### config.mk
export PLATFORM = sky130hd
export DESIGN_NAME = regfile_dumper
export DESIGN_NICKNAME = d
export VERILOG_FILES = /design/src/rtl/regfile_dumper.sv
export SDC_FILE = /design/constraint.sdc
export NUM_CORES = 1
export LEC_CHECK = 0
export BUFFER_PORTS_ARGS = -buffer_cell sky130_fd_sc_hd__buf_2
export CAP_MARGIN = 25
export CORE_AREA = 2 2 75 63
export DETAILED_ROUTE_END_ITERATION = 16
export DIE_AREA = 0 0 77 65
export MAX_ROUTING_LAYER = met4
export PLACE_DENSITY = 0.77
export SYNTH_ARGS = -nofsm -noshare
export SYNTH_HDL_FRONTEND = slang
export SYNTH_SLANG_ARGS = --single-unit
### constraint.sdc
create_clock -name clk -period 2.46 [get_ports clk]
set_input_delay 0.492 -clock clk [delete_from_list [all_inputs] [get_ports clk]]
set_output_delay 0.492 -clock clk [all_outputs]
set_load 0.01 [all_outputs]
### src/rtl/regfile_dumper.sv
// Streams every register of an external register file out over a valid/ready port.
// Define REGFILE_DUMP_SKIP_X0_EN to start at index 1 and never emit register 0.
module regfile_dumper #(
  parameter int unsigned DATA_WIDTH    = 32,
  parameter int unsigned ADDRESS_WIDTH = 5
) (
  input  logic                     clk,
  input  logic                     rst_n,
  input  logic                     start,
  input  logic                     abort,
  output logic [ADDRESS_WIDTH-1:0] rd_addr,
  input  logic [DATA_WIDTH-1:0]    rd_data,
  output logic                     out_valid,
  input  logic                     out_ready,
  output logic [DATA_WIDTH-1:0]    out_data,
  output logic [ADDRESS_WIDTH-1:0] out_addr,
  output logic                     busy,
  output logic                     done
);

  localparam logic [ADDRESS_WIDTH-1:0] LastIdx = '1;
`ifdef REGFILE_DUMP_SKIP_X0_EN
  localparam logic [ADDRESS_WIDTH-1:0] FirstIdx = ADDRESS_WIDTH'(1);
`else
  localparam logic [ADDRESS_WIDTH-1:0] FirstIdx = '0;
`endif

  typedef enum logic [1:0] {StIdle, StRead, StSend, StFin} state_e;

  state_e                   state_q, state_d;
  logic [ADDRESS_WIDTH-1:0] cnt_q, cnt_d;
  logic [ADDRESS_WIDTH-1:0] addr_q, addr_d;
  logic [DATA_WIDTH-1:0]    data_q, data_d;
  logic                     valid_q, valid_d;
  logic                     xfer;

  // Only a presented word can be accepted; out_ready alone means nothing.
  assign xfer = valid_q & out_ready;

  always_ff @(posedge clk or negedge rst_n) begin
    if (!rst_n) begin
      state_q <= StIdle;
    end else begin
      state_q <= state_d;
    end
  end

  always_ff @(posedge clk or negedge rst_n) begin
    if (!rst_n) begin
      cnt_q   <= '0;
      addr_q  <= '0;
      data_q  <= '0;
      valid_q <= 1'b0;
    end else begin
      cnt_q   <= cnt_d;
      addr_q  <= addr_d;
      data_q  <= data_d;
      valid_q <= valid_d;
    end
  end

  always_comb begin
    state_d = state_q;
    cnt_d   = cnt_q;
    addr_d  = addr_q;
    data_d  = data_q;
    valid_d = valid_q;
    unique case (state_q)
      StIdle: begin
        if (start) begin
          cnt_d   = FirstIdx;
          state_d = StRead;
        end
      end
      StRead: begin
        if (abort) begin
          state_d = StIdle;
        end else begin
          data_d  = rd_data;
          addr_d  = cnt_q;
          valid_d = 1'b1;
          state_d = StSend;
        end
      end
      StSend: begin
        // An accepted word coinciding with abort still counts; abort only picks the exit.
        if (abort) begin
          valid_d = 1'b0;
          state_d = StIdle;
        end else if (xfer) begin
          valid_d = 1'b0;
          if (cnt_q == LastIdx) begin
            state_d = StFin;
          end else begin
            cnt_d   = cnt_q + ADDRESS_WIDTH'(1);
            state_d = StRead;
          end
        end
      end
      StFin: begin
        state_d = StIdle;
      end
      default: begin
        state_d = StIdle;
      end
    endcase
  end

  always_comb begin
    busy    = (state_q != StIdle);
    done    = (state_q == StFin) & ~abort;
    rd_addr = (state_q == StRead) ? cnt_q : '0;
  end

  assign out_valid = valid_q;
  assign out_data  = data_q;
  assign out_addr  = addr_q;

endmodule

==> results of run 1 <==
## cells in the mapped netlist (3+ instances only)
cell / number / share of area [%]
and2_1: 5 / 1.6
dfrtp_1: 45 / 59
buf_6: 3 / 1.8
o211ai_1: 3 / 1.2
mux2_2: 32 / 19
mux2_1: 5 / 2.9
nand4_1: 3 / 0.98
nor2_1: 3 / 0.59
o21ai_0: 3 / 0.78
nand2_1: 10 / 2.0
nor2b_1: 3 / 0.98
## path summary, 6_finish.rpt
path / start / endpoint / slack [ns] / depth (start not counted)
max in group asynchronous: rst_n / out_data[16]$_DFFE_PN0P_ / 2.08 / 2
min in group clk: rd_data[15] / out_data[15]$_DFFE_PN0P_ / 0.42 / 2
hold / removal: rst_n / out_data[5]$_DFFE_PN0P_ / 0.16 / 2
setup / recovery: cnt_q[0]$_DFFE_PN0P_ / cnt_q[3]$_DFFE_PN0P_ / 0.50 / 6
hold reg to reg: out_data[15]$_DFFE_PN0P_ / out_data[15]$_DFFE_PN0P_ / 0.48 / 1
setup reg to reg: cnt_q[0]$_DFFE_PN0P_ / cnt_q[3]$_DFFE_PN0P_ / 0.50 / 6
## cell usage in the layout (no fill, tap or decap), types with 3 or more instances in the layout
cell,instances
nor2b_1,3
mux2_1,5
o211ai_1,3
o21ai_0,3
dfrtp_1,45
nand4_1,3
clkbuf_8,6
nand2_1,10
nor2_1,3
buf_2,81
mux2_2,32
and2_1,5
## layout make-up
cell class | count | area, um^2 | share of cell area [%]
flip-flops and latches | 45 | 1130 | 44.8
clock inverters | 1 | 30.0 | 1.19
repair buffers | 84 | 453 | 18.0
clock buffers | 7 | 86.3 | 3.43
multi-input cells | 89 | 739 | 29.4
inverters | 1 | 3.75 | 0.149
well taps | 60 | 75.1 | 2.99
## metal layers
layer  vias to the layer above  routed length (um)
li1                        667                   -
met5                         -                   0
met2                        61                1730
met3                         7                 272
met4                         0                  48
met1                       679                1670
## metrics by stage
step | util [%] | hold slack, ns | cells
2_1_floorplan | - | 0.196 | 142
5_1_grt | 57.8 | 0.180 | 287
4_1_cts | 57.8 | 0.167 | 287
3_3_place_gp | 55.1 | 0.462 | 279
3_5_place_dp | 55.1 | 0.469 | 279
6_report | 57.8 | 0.160 | 287
## sequential cells by signal, indices dropped and copies added (netlist names)
register,flops
out_valid,1
out_addr,5
cnt_q,5
state_q,2
out_data,32
## worst max-delay path, delay by kind of cell (launching register included)
kind / cells / cell delay (ns)
AND/OR/NAND/NOR: 4 / 1.02
flip-flops: 1 / 0.45
adder cells (fa/ha/maj): 2 / 0.44
## power groups by stage
stage	clock [W]	sequential (W)	combinational, W
final	0.000561	0.00107	0.000674
after global routing	0.000610	0.00110	0.000729
after CTS	0.000583	0.00107	0.000686
after detailed placement	0	0.00108	0.000687
after global placement	0	0.00107	0.000673
after floorplan	0	0.00118	0.000275
## cells by family (layout without fill, tap and decap cells)
| kind of cell | Yosys count | after routing | synth area share (%) |
|---|---|---|---|
| buf+inv | 8 | 93 | 2.87 |
| simple gates | 38 | 38 | 11.2 |
| fa+ha+maj | 2 | 2 | 1.30 |
| compound gates | 11 | 11 | 3.78 |
| mux | 38 | 38 | 22.2 |
| flops | 45 | 45 | 58.6 |
==> results.sh, run 1 <==
export IMPL_intPower_w=0.00164
export IMPL_layout_nets=265
export IMPL_startpoint_type="flop"
export IMPL_finalCriticalPeriod_ns=1.96
export IMPL_ir_drop_v=0.000569
export IMPL_die_x_um=77
export IMPL_setup_viol=0
export IMPL_finalCritPeriodShare_pct=79.8
export IMPL_ys_warnings_count=0
export IMPL_path_max_fanout=7
export IMPL_met1_usage_pct=18.7
export IMPL_status="complete, no violations"
export IMPL_post_cts_resized=0
export IMPL_drtAntennaViolNets=0
export IMPL_grt_pass1_vias=1391
export IMPL_netSwitchingPower_w=0.000663
export IMPL_async_flop_share_pct=100
export IMPL_synthFlopType="dfrtp_1"
export IMPL_seq_power_share_pct=46.4
export IMPL_core_area_um2=4350
export IMPL_grt_use_total_pct=15.9
export IMPL_tns_ns=0
export IMPL_worst_hold_path_type="primary input to async pin"
export IMPL_busiest_layer="met2"
export IMPL_maxCapViolations=0
export IMPL_grt_pass1_wl_mm=6.04
export IMPL_die_area_um2=5010
export IMPL_path_class="flop to flop"
export IMPL_start_util_pct=44.2
export IMPL_relSlewSlack_pct=70.9
export IMPL_synth_seq_cells=45
export IMPL_pre_cts_ws_ns=0.518
export IMPL_place_congestion=0.789
export IMPL_worst_pin_slew_ns=0.435
export IMPL_drive_gt1_share_pct=55.5
export IMPL_required_ns=2.69
export IMPL_pin_count=82
export IMPL_clk_pin_slew_ns=0.08
export IMPL_area_growth_syn_to_layout_pct=30.9
export IMPL_arrival_ns=2.19
export IMPL_yosysSeqAreaShare_pct=58.6
export IMPL_postSynthCellCount=142
export IMPL_fill_cells=387
export IMPL_maxSlewViolCount=0
export IMPL_power_w=0.00230
export IMPL_io_buffers=81
export IMPL_rows=22
export IMPL_wirelength_mm=3.73
export IMPL_slowest_delay_ns=0.50
export IMPL_layout_setup_ws_ns=0.496
export IMPL_place_hpwl_mm=2.75
export IMPL_final_area_um2=2510
export IMPL_use_met2_pct=26.5
export IMPL_cts_sinks=45
export IMPL_skew_ns=0.00559
export IMPL_cp_cell_sequence="ha_1 -> and3_1 -> ha_1 -> or2_1 -> or4_1 -> nand3_1"
export IMPL_cpMaxStageDelayCell="or4_1"
export IMPL_clockBufferDepth=2
export IMPL_insertion_delay_ns=0.29
export IMPL_drtIter0Drc=83
export IMPL_antenna_found_initial=0
export IMPL_power_frac_clock_pct=24.4
export IMPL_netlist_area_um2=1920
export IMPL_switching_share_pct=28.8
export IMPL_drc_errors=0
export IMPL_viasPerCell=4.93
export IMPL_fmax_mhz=509
export IMPL_hold_buffers=0
export IMPL_die_y_um=65
export IMPL_rsz0062_at_grt="no"
export IMPL_root_buffer="clkbuf_8"
export IMPL_placed_cell_area_um2=2400
export IMPL_antenna_cells=0
export IMPL_cts_made_buffers=5
export IMPL_grt_max_degree=46
export IMPL_p_comb_share_pct=29.3
export IMPL_cp_common_cell="ha_1"
export IMPL_pwr_density_cell_nw_per_um2=916
export IMPL_cts_tree="done"
export IMPL_avgSynthCellArea_um2=13.5
export IMPL_wire_per_inst_um=13.0
export IMPL_post_cts_buffers=0
export IMPL_htreeDepth=2
export IMPL_crit_path_end_kind="flop"
export IMPL_power_leakage_nw=1.25
export IMPL_hold_viol_final=0
export IMPL_synth_edf_count=0
export IMPL_synthesis_nets=181
export IMPL_routed_via_count=1414
export IMPL_dr_pass1_iters=4
export IMPL_synthDistinctLibCells=30
export IMPL_overflow=0
export IMPL_grtUsageMet3_pct=4.60
Power figures use the tool's default switching activity.
==> run 2, diff against run 1 <==
==> constraint.sdc (replaced) <==
create_clock -name clk -period 2 [get_ports clk]
set_input_delay 0.4 -clock clk [delete_from_list [all_inputs] [get_ports clk]]
set_output_delay 0.4 -clock clk [all_outputs]
set_load 0.01 [all_outputs]
==> results.sh, run 2 (synthesis results as in run 1) <==
export IMPL_status="complete, no violations"
export IMPL_relSlewSlack_pct=66.5
export IMPL_drive_gt1_share_pct=55.7
export IMPL_grt_use_total_pct=16.7
export IMPL_clockBufferDepth=2
export IMPL_routed_via_count=1425
export IMPL_tns_ns=0
export IMPL_path_class="flop to flop"
export IMPL_slowest_delay_ns=0.50
export IMPL_setup_viol=0
export IMPL_hold_buffers=0
export IMPL_grt_pass1_wl_mm=6.38
export IMPL_finalCriticalPeriod_ns=1.88
export IMPL_area_growth_syn_to_layout_pct=30.1
export IMPL_layout_commonest_cell="buf_2"
export IMPL_multi_input_area_um2=739
export IMPL_rows=22
export IMPL_insertion_delay_ns=0.28
export IMPL_viasPerCell=4.95
export IMPL_fill_cells=403
export IMPL_cts_made_buffers=5
export IMPL_place_congestion=0.785
export IMPL_arrival_ns=2.10
export IMPL_cts_sinks=45
export IMPL_core_area_um2=4350
export IMPL_layout_common_cells="buf_2 (81), dfrtp_1 (45), mux2_2 (32)"
export IMPL_clk_pin_slew_ns=0.08
export IMPL_cpMaxStageDelayCell="or4_1"
export IMPL_overflow=0
export IMPL_post_cts_resized=0
export IMPL_die_y_um=65
export IMPL_drc_errors=0
export IMPL_crit_path_end_kind="flop"
export IMPL_cp_common_cell="ha_1"
export IMPL_wirelength_mm=3.76
export IMPL_drtIter0Drc=85
export IMPL_pre_cts_ws_ns=0.132
export IMPL_power_leakage_nw=1.24
export IMPL_root_buffer="clkbuf_8"
export IMPL_grt_pass1_vias=1437
export IMPL_startpoint_type="flop"
export IMPL_skew_ns=0.00281
export IMPL_start_util_pct=44.2
export IMPL_drtAntennaViolNets=0
export IMPL_die_area_um2=5010
export IMPL_wire_per_inst_um=13.1
export IMPL_maxCapViolations=0
export IMPL_worst_pin_slew_ns=0.503
export IMPL_maxSlewViolCount=0
export IMPL_cp_cell_sequence="ha_1 -> and3_1 -> ha_1 -> or2_1 -> or4_1 -> nand3_1"
export IMPL_hold_viol_final=0
export IMPL_layout_nets=267
export IMPL_place_hpwl_mm=2.86
export IMPL_htreeDepth=2
export IMPL_fmax_mhz=532
export IMPL_worst_hold_path_type="primary input to async pin"
export IMPL_ff_latch_area_um2=1130
export IMPL_pwr_density_cell_nw_per_um2=1080
export IMPL_antenna_cells=0
export IMPL_largest_reg_flops=32
export IMPL_finalCritPeriodShare_pct=93.9
export IMPL_path_max_fanout=3
export IMPL_layout_setup_ws_ns=0.121
export IMPL_cts_tree="done"
export IMPL_grt_max_degree=33
export IMPL_required_ns=2.23
export IMPL_antenna_found_initial=0
export IMPL_ir_drop_v=0.000669
export IMPL_dr_pass1_iters=5
export IMPL_pin_count=82
export IMPL_io_buffers=81
export IMPL_rsz0062_at_grt="no"
export IMPL_die_x_um=77
export IMPL_post_cts_buffers=0
==> run 2: cell types whose count changed in the layout (fill, tap and decap cells not counted) <==
cell	previous run	this run
buf_4	1	3
bufinv_16	1	0
==> run 2: worst paths after layout <==
| path | startpoint | end | slack [ns] | cells past startpoint |
|---|---|---|---|---|
| min in group clk | rd_data[29] | out_data[29]$_DFFE_PN0P_ | 0.33 | 2 |
| max reg2reg | cnt_q[0]$_DFFE_PN0P_ | cnt_q[3]$_DFFE_PN0P_ | 0.12 | 6 |
| min reg2reg | out_data[29]$_DFFE_PN0P_ | out_data[29]$_DFFE_PN0P_ | 0.48 | 1 |
| max | cnt_q[0]$_DFFE_PN0P_ | cnt_q[3]$_DFFE_PN0P_ | 0.12 | 6 |
| max in group asynchronous | rst_n | out_data[13]$_DFFE_PN0P_ | 1.43 | 2 |
| min | rst_n | out_data[4]$_DFFE_PN0P_ | 0.07 | 1 |
==> run 2: per-stage QoR <==
step / power, W / cells / hold slack [ns] / util [%] / cell area (um^2)
3_3_place_gp: 0.00215 / 281 / 0.399 / 55.5 / 2410
5_1_grt: 0.00287 / 288 / 0.105 / 57.5 / 2500
4_1_cts: 0.00274 / 288 / 0.0849 / 57.5 / 2500
3_5_place_dp: 0.00218 / 281 / 0.399 / 55.5 / 2410
2_1_floorplan: 0.00179 / 142 / 0.104 / - / 1920
6_report: 0.00269 / 288 / 0.0739 / 57.5 / 2500
==> run 2: layout make-up <==
type                            instances  area share (%)
Clock buffer                            7            3.46
Inverter                                1           0.150
Tap cell                               60            3.00
Timing Repair Buffer                   86            18.7
Sequential cell                        45            45.1
Multi-Input combinational cell         89            29.6
==> run 2: critical path, delay by kind of cell (launching register included) <==
kind                     cells  cell delay (ns)
adder cells (fa/ha/maj)      2             0.42
flip-flops                   1             0.39
AND/OR/NAND/NOR              4             1.01
==> run 2: report_power, final <==
part	leakage [nW]	switching, W	internal (W)
Clock	0.0443	0.000274	0.000274
Combinational	0.651	0.000400	0.000439
Sequential	0.550	0.000131	0.00118
==> run 2: metal layers <==
| metal | wire (um) | up-vias | GRT usage, % |
|---|---|---|---|
| met5 | 0 | - | - |
| met4 | 28 | 0 | 5.36 |
| met3 | 245 | 5 | 4.18 |
| met2 | 1740 | 52 | 26.2 |
| met1 | 1750 | 693 | 21.7 |
| li1 | - | 675 | - |
